## src/rtl/boss_contact_damage.sv

```systemverilog
// Player contact damage: once per frame, tests the character box against the
// boss box, removes HP on contact and opens a frame-counted invulnerability
// window. All outputs are registered.
module boss_contact_damage #(
    parameter int         CHAR_HGT    = 64,
    parameter int         CHAR_LNG    = 48,
    parameter logic [6:0] CHAR_HP_MAX = 7'd10,
    parameter logic [6:0] CONTACT_DMG = 7'd1,
    parameter int         IFRAMES     = 60,
    parameter logic [1:0] PLAY        = 2'b01
) (
    input  logic        clk,
    input  logic        rst,
    input  logic        frame_tick,
    input  logic [1:0]  game_active,
    input  logic        game_start,
    input  logic [11:0] char_x,
    input  logic [11:0] char_y,
    input  logic [11:0] boss_x,
    input  logic [11:0] boss_y,
    input  logic [11:0] boss_hgt,
    input  logic [11:0] boss_lng,
    input  logic [6:0]  boss_hp,
    output logic [6:0]  char_hp,
    output logic        hit_pulse,
    output logic        invuln,
    output logic        char_dead
);

    typedef enum logic [1:0] {
        S_IDLE,
        S_ARMED,
        S_INVULN,
        S_DEAD
    } state_e;

    state_e      state_q, state_d;
    logic [6:0]  char_hp_q, char_hp_d;
    logic [7:0]  ifr_cnt_q, ifr_cnt_d;
    logic        hit_pulse_q, hit_pulse_d;
    logic        invuln_q, invuln_d;
    logic        char_dead_q, char_dead_d;
    logic        overlap_q, overlap_d;

    logic [12:0] dx, dy;
    logic [13:0] two_dx, two_dy, lng_sum, hgt_sum;
    logic        playing;
    logic        boss_alive;

    assign playing    = (game_active == PLAY);
    assign boss_alive = (boss_hp != 7'd0);

    // Box overlap on centre distances; subtracting the smaller coordinate
    // keeps the distance exact instead of wrapping at the 12-bit boundary.
    always_comb begin
        dx      = (char_x >= boss_x) ? {1'b0, char_x - boss_x} : {1'b0, boss_x - char_x};
        dy      = (char_y >= boss_y) ? {1'b0, char_y - boss_y} : {1'b0, boss_y - char_y};
        two_dx  = {dx, 1'b0};
        two_dy  = {dy, 1'b0};
        lng_sum = 14'(CHAR_LNG) + {2'b00, boss_lng};
        hgt_sum = 14'(CHAR_HGT) + {2'b00, boss_hgt};
        // Strict compare: boxes whose edges just touch are not in contact.
        overlap_d = (two_dx < lng_sum) && (two_dy < hgt_sum);
    end

    // Next-state for the damage FSM; game_start outranks everything else.
    always_comb begin
        // NOTE: every signal gets a default here so no path leaves it unassigned, which would infer a latch.
        state_d     = state_q;
        char_hp_d   = char_hp_q;
        ifr_cnt_d   = ifr_cnt_q;
        hit_pulse_d = 1'b0;

        if (game_start) begin
            state_d   = S_ARMED;
            char_hp_d = CHAR_HP_MAX;
            ifr_cnt_d = 8'd0;
        end else if (playing) begin
            unique case (state_q)
                S_IDLE: ;
                S_ARMED: begin
                    if (frame_tick && overlap_q && boss_alive) begin
                        char_hp_d   = (char_hp_q > CONTACT_DMG) ? char_hp_q - CONTACT_DMG : 7'd0;
                        hit_pulse_d = 1'b1;
                        if (char_hp_d == 7'd0) begin
                            state_d = S_DEAD;
                        end else begin
                            state_d   = S_INVULN;
                            ifr_cnt_d = 8'(IFRAMES);
                        end
                    end
                end
                S_INVULN: begin
                    if (frame_tick) begin
                        ifr_cnt_d = ifr_cnt_q - 8'd1;
                        if (ifr_cnt_q == 8'd1) begin
                            state_d = S_ARMED;
                        end
                    end
                end
                S_DEAD: ;
                default: state_d = S_IDLE;
            endcase
        end

        invuln_d    = (state_d == S_INVULN);
        char_dead_d = (state_d == S_DEAD);
    end

    // State, counters and registered outputs; reset applies asynchronously.
    always_ff @(posedge clk or negedge rst) begin
        if (!rst) begin
            state_q     <= S_IDLE;
            char_hp_q   <= CHAR_HP_MAX;
            ifr_cnt_q   <= 8'd0;
            hit_pulse_q <= 1'b0;
            invuln_q    <= 1'b0;
            char_dead_q <= 1'b0;
            overlap_q   <= 1'b0;
        end else begin
            // NOTE: non-blocking assignments so every flop samples pre-edge values, independent of statement order.
            state_q     <= state_d;
            char_hp_q   <= char_hp_d;
            ifr_cnt_q   <= ifr_cnt_d;
            hit_pulse_q <= hit_pulse_d;
            invuln_q    <= invuln_d;
            char_dead_q <= char_dead_d;
            overlap_q   <= overlap_d;
        end
    end

    assign char_hp   = char_hp_q;
    assign hit_pulse = hit_pulse_q;
    assign invuln    = invuln_q;
    assign char_dead = char_dead_q;

endmodule

```

## config.mk

```make
export PLATFORM = sky130hd
export DESIGN_NAME = boss_contact_damage
export DESIGN_NICKNAME = d
export VERILOG_FILES = /design/src/rtl/boss_contact_damage.sv
export SDC_FILE = /design/constraint.sdc
export NUM_CORES = 1
export LEC_CHECK = 0
export CORE_ASPECT_RATIO = 1.75
export CORE_MARGIN = 2
export CORE_UTILIZATION = 53
export CTS_BUF_LIST = sky130_fd_sc_hd__clkbuf_4
export CTS_CLUSTER_DIAMETER = 40
export CTS_CLUSTER_SIZE = 20
export DETAILED_ROUTE_END_ITERATION = 8
export GPL_TIMING_DRIVEN = 0
export PLACE_DENSITY = 0.95
export SETUP_SLACK_MARGIN = 0.15
export SLEW_MARGIN = 20
export SYNTH_ARGS = -nofsm -noshare
export SYNTH_HDL_FRONTEND = slang
export SYNTH_SLANG_ARGS = --single-unit
```

## constraint.sdc

```tcl
create_clock -name clk -period 2.8 [get_ports clk]
set_clock_uncertainty 0.05 [all_clocks]
set_input_delay 0.42 -clock clk [delete_from_list [all_inputs] [get_ports clk]]
set_output_delay 0.42 -clock clk [all_outputs]
set_load 0.005 [all_outputs]
```

# --- Word level (Yosys, flattened, before mapping) ---
# Index checks and enable logic that the tools add are counted.
# W data, S select, Z words.
word_totals:
  reg_bits: 21
  output_inout_bits: 10
  inputBits: 85
  elab_cells: 64
classes:
  mux: 24
  add_sub_neg: 8
  reduce_logical: 11
  order_cmp: 5
  n_eq_ne: 9
op_table:
  columns: ["cell", "count"]
  rows:
  - ["$sub A12 B12 Y12", 4]
  - ["$mux W8", 5]
  - ["$mux W7", 5]
  - ["$lt A13 B13 Y1", 2]
  - ["$ge A12 B12 Y1", 2]
  - ["$mux W12", 2]
  - ["$pmux W8 S2", 1]
  - ["$add A6 B12 Y13 const A", 1]
  - ["$add A7 B12 Y13 const A", 1]
  - ["$mux W2", 5]
  - ["$ne A3 B3 Y1 const B", 3]
  - ["$eq A8 B1 Y1 const B", 1]
  - ["$sub A8 B1 Y8 const B", 1]
  - ["$gt A7 B1 Y1 const B", 1]
  - ["$logic_not A7 Y1", 1]
  - ["$reduce_bool A7 Y1", 1]
  - ["$sub A7 B1 Y7 const B", 1]
  - ["$eq A2 B2 Y1 const B", 3]
  - ["$reduce_bool A2 Y1", 3]
  - ["$mux W1", 5]
  - ["$reduce_and A5 Y1", 1]
  - ["$eq A2 B1 Y1 const B", 2]
  - ["$pmux W2 S2", 1]
  - ["$logic_and A1 B1 Y1", 3]
  - ["2 further kinds", 2]

# --- Logic depth before layout (Yosys ltp) ---
# Gate-level depths: netlist of run 1.
logic_depth:
  word_depth: 9
  ltp_mapped: 17
  depth_no_buf: 16

# --- Worst setup path after synthesis of run 1 ---
# No wires, ideal clock.
synth_timing:
  path_kind: "in2reg"
  start: "input port char_x[0]"
  end: "register overlap_q"
  stages: 17
  n_path_buf: 1
  t_arrival_ps: 3277
  t_required_ps: 2651
  slack_ps: -626
  path_cell_list: "inv_1 > ha_1 > inv_1 > fa_1 > a21o_1 > a221oi_2 > o221ai_2 > o221ai_2 > buf_6 > mux2i_1 > xor2_1 > ha_1 > a21oi_1 > o22ai_1 > nor3_1 > nand4_1 > a311oi_1"
synth_between:
  elab_chain_len: 4
synth_lines:
  columns: ["element", "line_no", "source"]
  rows:
  - ["start, declared", "17", "input logic [11:0] char_x,"]
  - ["$sub A12 B12 Y12 or $ge A12 B12 Y1 (tied branches)", "56", "dx = (char_x >= boss_x) ? {1'b0, char_x - boss_x} : {1'b0, boss_x - char_x};"]
  - ["$mux W12 *", "56", null]
  - ["$lt A13 B13 Y1 *", "63", "overlap_d = (two_dx < lng_sum) && (two_dy < hgt_sum);"]
  - ["$logic_and A1 B1 Y1 *", "63", null]
  - ["via overlap_d", "43", "logic overlap_q, overlap_d;"]
  - ["end signal, assigned", "128", "overlap_q <= overlap_d;"]
  - ["end, declared", "43", null]
# The timed path passes the listed nets; every way through them passes the cells marked *.
# A chain may end at the register's enable or synchronous reset.

# --- Worst setup path after layout of run 1 ---
layout_timing:
  start: "input port boss_y[5]"
  end: "register overlap_q"
layout_between:
  elab_chain_len: 4
layout_lines:
  columns: ["element", "line_no", "source"]
  rows:
  - ["start, declared", "20", "input logic [11:0] boss_y,"]
  - ["$sub A12 B12 Y12 or $ge A12 B12 Y1 (tied branches)", "57", "dy = (char_y >= boss_y) ? {1'b0, char_y - boss_y} : {1'b0, boss_y - char_y};"]
  - ["$mux W12 *", "57", null]
  - ["$lt A13 B13 Y1 *", "63", null]
  - ["$logic_and A1 B1 Y1 *", "63", null]
  - ["via overlap_d", "43", null]
# Marks and branches as above.

==> results of run 1 <==
[repair_timing]
item,in CTS,in global routing
buffers inserted,22,12
gates resized for setup,96,44
pin swaps,29,40
setup endpoints to repair,1,5
[power groups by stage]
| stage | clock network, uW | logic [uW] | registers (uW) |
|---|---|---|---|
| 5_1_grt | 171 | 1330 | 332 |
| 3_5_place_dp | 0 | 952 | 335 |
| 6_report | 163 | 1220 | 330 |
| 4_1_cts | 159 | 1080 | 329 |
| 3_3_place_gp | 0 | 908 | 335 |
| 2_1_floorplan | 0 | 646 | 332 |
[placed cells by master (no fill, tap or decap), types with 4 or more instances in the layout]
cell | synthesis | routed
o21ai_1 | 0 | 4
nand2_1 | 38 | 37
ha_4 | 0 | 8
ha_1 | 78 | 68
nand2b_1 | 7 | 7
o21ai_0 | 31 | 24
nor2b_1 | 6 | 6
dlygate4sd2_1 | 0 | 10
mux2_2 | 4 | 4
a21oi_2 | 0 | 10
a21o_1 | 12 | 12
clkbuf_4 | 0 | 5
inv_1 | 79 | 75
dlymetal6s2s_1 | 0 | 5
a21oi_1 | 52 | 40
buf_4 | 1 | 33
and3_1 | 4 | 4
mux2i_1 | 17 | 15
xor2_1 | 14 | 14
a311oi_1 | 7 | 5
nor2_1 | 32 | 31
nand4_1 | 6 | 6
buf_6 | 3 | 8
dfrtp_1 | 19 | 19
nor3_1 | 15 | 14
clkdlybuf4s50_1 | 0 | 71
o31ai_1 | 6 | 5
o21bai_1 | 6 | 6
nand3_1 | 10 | 8
xnor2_1 | 16 | 15
[kinds of logic after synthesis]
group                    synth area share, %
flip-flops                              12.8
AO/OA/AOI/OAI                           23.4
buffers and inverters                   9.49
XOR/XNOR                                6.39
AND/OR/NAND/NOR                         17.0
adder cells (fa/ha/maj)                 25.7
multiplexers                            5.23
[per-stage QoR]
| step | cells | utilization, % | cell area, um^2 | hold WS, ns | power (uW) |
|---|---|---|---|---|---|
| 6_report | 755 | 77.1 | 5830 | 0.496 | 1720 |
| 2_1_floorplan | 535 | - | 4110 | 0.0744 | 978 |
| 3_5_place_dp | 717 | 68.3 | 5160 | 0.471 | 1290 |
| 5_1_grt | 755 | 77.1 | 5830 | 0.517 | 1830 |
| 3_3_place_gp | 717 | 68.3 | 5160 | 0.453 | 1240 |
| 4_1_cts | 743 | 73.8 | 5590 | 0.491 | 1570 |
[per-layer routing]
layer,track usage (%),up-vias
li1,-,2141
met1,26.7,2177
met2,55.2,225
met3,2.17,66
met4,11.9,0
met5,0,-
[sequential cells by signal (all words and copies together), names as in the netlist]
signal and count:
char_dead 1, char_hp 7, hit_pulse 1, ifr_cnt_q 8, invuln 1, overlap_q 1
state_q 2
[area by class of cell]
type                       instances  area share (%)
tap                               88            1.89
multi-input combinational        421            60.3
sequential                        21            9.05
inverter                          79            5.13
clock buffer                       4           0.515
timing repair buffer             128            20.3
buffer                            14            2.77
[cells in the mapped netlist, types with 2 or more instances]
library cell	instances
dfrtp_1	19
nand3_1	10
o21bai_1	6
o2111ai_1	2
nor2_1	32
o31ai_1	6
a311oi_1	7
and2_1	2
o221ai_2	2
buf_6	3
inv_1	79
a21o_1	12
xnor2_1	16
a2111oi_0	2
ha_1	78
mux2i_1	17
a21oi_1	52
a31o_2	2
buf_2	3
nor3_1	15
fa_1	4
o22ai_1	3
o21a_1	3
a211oi_1	3
mux2_2	4
clkbuf_1	5
or3_1	3
o21ai_0	31
nor4_1	3
nand2_1	38
xor2_1	14
nand2b_1	7
and3_1	4
o211ai_1	3
nand4_1	6
dfstp_2	2
nor2b_1	6
nand3b_1	3
[final timing paths]
check / end / slack [ns] / cells after the start
min in group asynchronous: char_dead / 0.58 / 1
max in group asynchronous: ifr_cnt_q[6] / 1.51 / 1
worst max-delay path: overlap_q / -0.74 / 16
worst min-delay path: ifr_cnt_q[3] / 0.50 / 1
worst max register to register: ifr_cnt_q[5] / 0.38 / 8
worst min register to register: ifr_cnt_q[3] / 0.50 / 1
[worst max-delay path: stages]
cell	delay (ns)
clkdlybuf4s50_1	0.56
inv_1	0.09
ha_1	0.24
a21oi_2	0.18
o21ai_2	0.10
a211o_1	0.26
and2_4	0.15
buf_8	0.13
buf_6	0.13
mux2_2	0.31
ha_4	0.21
o21a_1	0.10
o21a_1	0.19
o211ai_1	0.29
a21oi_2	0.11
a311oi_2	0.24
==> summary.md, run 1 <==
| Metric | Value |
|---|---|
| Outcome | `finished, violations left` |
| Failing checks | `negative setup slack` |
| Vias in the first global route | `4626` |
| Clock Latency Late Sink | `0.32 ns` |
| Total GRT Usage | `27.1%` |
| Fin Setup TNS | `-0.741 ns` |
| Area Overhead vs Synth | `41.8%` |
| Die ar. | `8510 um^2` |
| Synthesized instance count | `535` |
| FP Rows | `42` |
| Max cap viols | `0` |
| Highest metal used | `met4` |
| DRT Wirelength | `13200 um` |
| First-pass GRT wire length | `19500 um` |
| Clock Tree Buf Depth | `2` |
| RSZ-0062 raised after global routing | `yes` |
| LEAKAGE | `0.00282 uW` |
| Nets | `835` |
| Share of the synthesized area in the top cell type | `23.7%` |
| Final setup vio count | `1` |
| Yosys cell types | `66` |
| Number of flops mapped to enable cells by yosys | `0` |
| Int Power | `987 uW` |
| 1st-pass router iterations | `5` |
| Worst R2R Start | `char_hp[1]` |
| Largest net degree at the start of global routing | `22` |
| DR iter-0 viols | `436` |
| WL met3 | `642 um` |
| Num CTS Buffers | `3` |
| Height of the die | `121 um` |
| Vias | `4609` |
| Crit-path max FO | `6` |
| Multi-input gate area | `3520 um^2` |
| Placeable Area | `7570 um^2` |
| Pre-CTS setup slack | `-1.46 ns` |
| WL met1 | `4680 um` |
| Average size of a mapped cell | `7.69 um^2` |
| Dpl hpwl | `8680 um` |
| Clock share of power | `9.5%` |
| Worst VDD drop | `195 uV` |
| H-tree levels | `1` |
| Main area contributors after synthesis | `ha_1 24%, dfrtp_1 12%, inv_1 7.2%, a21oi_1 6.3%, mux2i_1 4.1%` |
| Final Cycle Share | `126%` |
| Async SR Flop Fraction | `100%` |
| Gpl congestion | `0.932` |
| # diodes | `0` |
| Min-Delay Startpoint | `ifr_cnt_q[3]` |
| NetSw | `730 uW` |
| CP Capture Type | `flip-flop` |
| Critical path data arrival time | `3.73 ns` |
| CP required | `2.99 ns` |
| Antenna violations before repair | `0` |
| Critical path startpoint category | `input pin` |
| Layout fillers | `480` |
| Chip Width | `70.6 um` |
| Slew Limit Headroom | `33.9%` |
| Hold Vio Cnt, Final | `0` |
| Sequential share of power | `19.2%` |
| #FFs+latches synth | `21` |
| Top_reg_cell synth | `dfrtp_1` |
| CTS tree | `yes` |
| CP Class | `in2reg` |
| Area of the mapped netlist | `4110 um^2` |
| Clock transition at path regs | `0.13 ns` |
| CTS sink count | `21` |
| Global route overflow | `0` |
| Type of the most critical hold path | `reg2reg` |
| IO Count | `95` |
| CP Launch Point | `boss_y[5]` |
| FF/Latch Area | `528 um^2` |
| Largest area contributor in the netlist | `ha_1` |
| Share of layout cells above drive strength 1 | `18.9%` |
| Yosys Warn Count | `0` |
| DRC errors left | `0` |
| Pin slew with the least headroom to its limit | `0.989 ns` |
| Starting density of the core | `54.4%` |
| Hold-fix buffers, CTS | `0` |
| Max-slew violation count | `0` |
| Min Clock Period, post-route | `3.54 ns` |
| Max frequency | `282 MHz` |
| Post-synthesis sequential area ratio | `12.8%` |
| Via-to-Cell Ratio | `6.10` |
| Post-route ant nets | `0` |
| Comb pwr share | `71.3%` |
| Pwr Density | `294 nW/um^2` |
| Fin worst setup slack | `-0.741 ns` |
| Syn nets | `702` |
| Number of port buffers | `94` |
| Root Driver | `clkbuf_4` |
| Met2 wire len | `7230 um` |
| DR WL/cell | `17.5 um` |
| Sw Share | `42.5%` |
No activity file was read; power rests on OpenSTA's default activity.
==> run 2: changes to the inputs <==
--- a/config.mk
+++ b/config.mk
@@ -13,9 +13,9 @@
 export CTS_CLUSTER_SIZE = 20
 export DETAILED_ROUTE_END_ITERATION = 8
 export GPL_TIMING_DRIVEN = 0
+export HOLD_SLACK_MARGIN = 0.1
 export PLACE_DENSITY = 0.95
 export SETUP_SLACK_MARGIN = 0.15
-export SLEW_MARGIN = 20
 export SYNTH_ARGS = -nofsm -noshare
 export SYNTH_HDL_FRONTEND = slang
 export SYNTH_SLANG_ARGS = --single-unit
==> results of run 2 <==
Same layout as run 1: the final DEF is identical, and so are final timing and power.
==> run 3: changes to the inputs <==
--- a/config.mk
+++ b/config.mk
@@ -5,7 +5,7 @@
 export SDC_FILE = /design/constraint.sdc
 export NUM_CORES = 1
 export LEC_CHECK = 0
-export CORE_ASPECT_RATIO = 1.75
+export CORE_ASPECT_RATIO = 0.5
 export CORE_MARGIN = 2
 export CORE_UTILIZATION = 53
 export CTS_BUF_LIST = sky130_fd_sc_hd__clkbuf_4
==> run 3 against run 2 <==
  * The flow still finishes with violations (negative setup slack)
  * Count of clock-buffer cells in the layout did not move
  * Critical path depth did not move
  * Clock power about the same
  * Cell area is 1.5% lower
  * Sequential cell count unchanged
  * Utilization grew 0.19 points
  * Via count rose by 0.76%
==> summary.md, run 3 (synthesis gave the netlist of run 1 again) <==
| Metric | Value |
|---|---|
| Outcome | `finished, violations left` |
| Failing checks | `negative setup slack` |
| Fin Setup TNS | `-0.867 ns (-0.126 ns)` |
| DR iter-0 viols | `417 (-4.4%)` |
| CP Capture Type | `flip-flop` |
| 1st-pass router iterations | `6 (+1)` |
| # diodes | `0 (unchanged)` |
| Min Clock Period, post-route | `3.67 ns (+0.126 ns)` |
| Nets | `818 (-2.0%)` |
| Starting density of the core | `55.4% (+0.99 points)` |
| Max frequency | `273 MHz (-3.4%)` |
| DRT Wirelength | `13300 um (+0.94%)` |
| Max cap viols | `0 (unchanged)` |
| Num CTS Buffers | `3 (unchanged)` |
| Hold-fix buffers, CTS | `0 (unchanged)` |
| Height of the die | `66.3 um (-45%)` |
| Clock transition at path regs | `0.12 ns (about the same)` |
| RSZ-0062 raised after global routing | `yes` |
| Root Driver | `clkbuf_4` |
| Reg with most FFs | `ifr_cnt_q` |
| Critical path data arrival time | `3.83 ns (+0.10 ns)` |
| LEAKAGE | `0.00272 uW (-3.6%)` |
| Clock Tree Buf Depth | `2 (unchanged)` |
| DP Cell Count | `725 (+1.1%)` |
| H-tree levels | `1 (unchanged)` |
| CP required | `2.97 ns (-0.02 ns)` |
| Final setup vio count | `1 (unchanged)` |
| Vias | `4644 (+0.76%)` |
| Slew Limit Headroom | `37.9% (+4.0 points)` |
| Crit-path max FO | `6 (unchanged)` |
| Hold Vio Cnt, Final | `0 (unchanged)` |
| Hold WS | `0.513 ns (+0.0165 ns)` |
| Share of layout cells above drive strength 1 | `17.5% (-1.4 points)` |
| Die ar. | `8530 um^2 (+0.18%)` |
| Number of port buffers | `94 (unchanged)` |
| Global route overflow | `0 (unchanged)` |
| Placeable Area | `7430 um^2 (-1.8%)` |
| Antenna violations before repair | `0 (unchanged)` |
| Dpl hpwl | `8230 um (-5.2%)` |
| Worst VDD drop | `163 uV (-16%)` |
| DR WL/cell | `17.9 um (+2.2%)` |
| Type of the most critical hold path | `reg2reg` |
| Pin slew with the least headroom to its limit | `0.928 ns (-0.0602 ns)` |
| CTS sink count | `21 (unchanged)` |
| Area Overhead vs Synth | `39.6%` |
| FP Rows | `22 (-48%)` |
| Total GRT Usage | `27.6% (+0.49 points)` |
| Post-route ant nets | `0 (unchanged)` |
| Clock Latency Late Sink | `0.32 ns (about the same)` |
| Final Cycle Share | `131% (+4.5 points)` |
| Critical path startpoint category | `input pin` |
| Largest net degree at the start of global routing | `22 (unchanged)` |
| IO Count | `95 (unchanged)` |
| CP Class | `in2reg` |
| Largest register FFs | `8 (unchanged)` |
| Max-slew violation count | `0 (unchanged)` |
| Fin worst setup slack | `-0.867 ns (-0.126 ns)` |
| Most frequent cells in the layout | `74 x inv_1, 71 x clkdlybuf4s50_1, 69 x ha_1` |
| Via-to-Cell Ratio | `6.23 (+2.0%)` |
| Gpl congestion | `0.893 (-4.2%)` |
| Pwr Density | `297 nW/um^2 (+0.90%)` |
| Final Non-Filler Cells | `746 (-1.2%)` |
| CTS tree | `yes` |
| First-pass GRT wire length | `19100 um (-2.1%)` |
| Most common cell after layout, fill and taps aside | `inv_1` |
| Chip Width | `129 um (+82%)` |
| Vias in the first global route | `4465 (-3.5%)` |
| DRC errors left | `0 (unchanged)` |
==> run 3: final timing paths <==
kind | from | to | slack [ns] | depth (start not counted)
worst max-delay path | boss_y[6] | overlap_q | -0.87 | 16
worst min-delay path | char_hp[4] | char_hp[4] | 0.51 | 1
worst max register to register | char_hp[1] | ifr_cnt_q[3] | 0.29 | 8
worst min register to register | char_hp[4] | char_hp[4] | 0.51 | 1
max in group asynchronous | rst | ifr_cnt_q[6] | 1.59 | 1
min in group asynchronous | rst | char_hp[2] | 0.56 | 1
==> run 3: routing by layer <==
metal	up-vias	share of wire [%]	track usage, %
li1	2112	-	-
met1	2116	38	30.0
met2	333	49	54.3
met3	83	7.8	2.35
met4	0	4.8	14.1
met5	-	0	0
==> run 3: area by class of cell <==
class / count / area (um^2)
repair buffers: 111 / 1060
multi-input cells: 421 / 3550
clock buffers: 4 / 30.0
inverters: 79 / 299
fillers: 473 / 1690
well taps: 96 / 120
flip-flops and latches: 21 / 528
plain buffers: 14 / 150
==> run 3: what timing repair did <==
action	CTS	global route
setup endpoints to repair	1	1
resized for setup	96	46
setup buffers	15	2
pin swaps	41	31
==> run 3: worst max-delay path, stage by stage <==
cell and delay (ns):
clkdlybuf4s50_1 0.51, inv_1 0.08, ha_1 0.27, a21oi_1 0.26, o21ai_1 0.12, a211o_1 0.28, and2_1 0.17, buf_6 0.15
buf_6 0.14, mux2_2 0.28, ha_1 0.27, o21a_1 0.10, o21a_1 0.16, o211ai_1 0.23, a21oi_2 0.09, a311oi_2 0.31
==> run 3: through the flow <==
stage | utilization (%) | cell area [um^2] | power [uW] | setup WS (ns)
2_1_floorplan | - | 4110 | 978 | -0.558
3_3_place_gp | 69.6 | 5170 | 1240 | -1.48
3_5_place_dp | 69.6 | 5170 | 1280 | -1.57
4_1_cts | 74.6 | 5550 | 1550 | -0.711
5_1_grt | 77.3 | 5740 | 1810 | -0.959
6_report | 77.3 | 5740 | 1710 | -0.867
==> run 3: power by group <==
group          leakage (uW)  internal, uW  total (uW)  switching, uW
logic               0.00242           580        1210            631
clock network     0.0000184          65.6         164           98.1
registers          0.000280           317         330           13.0
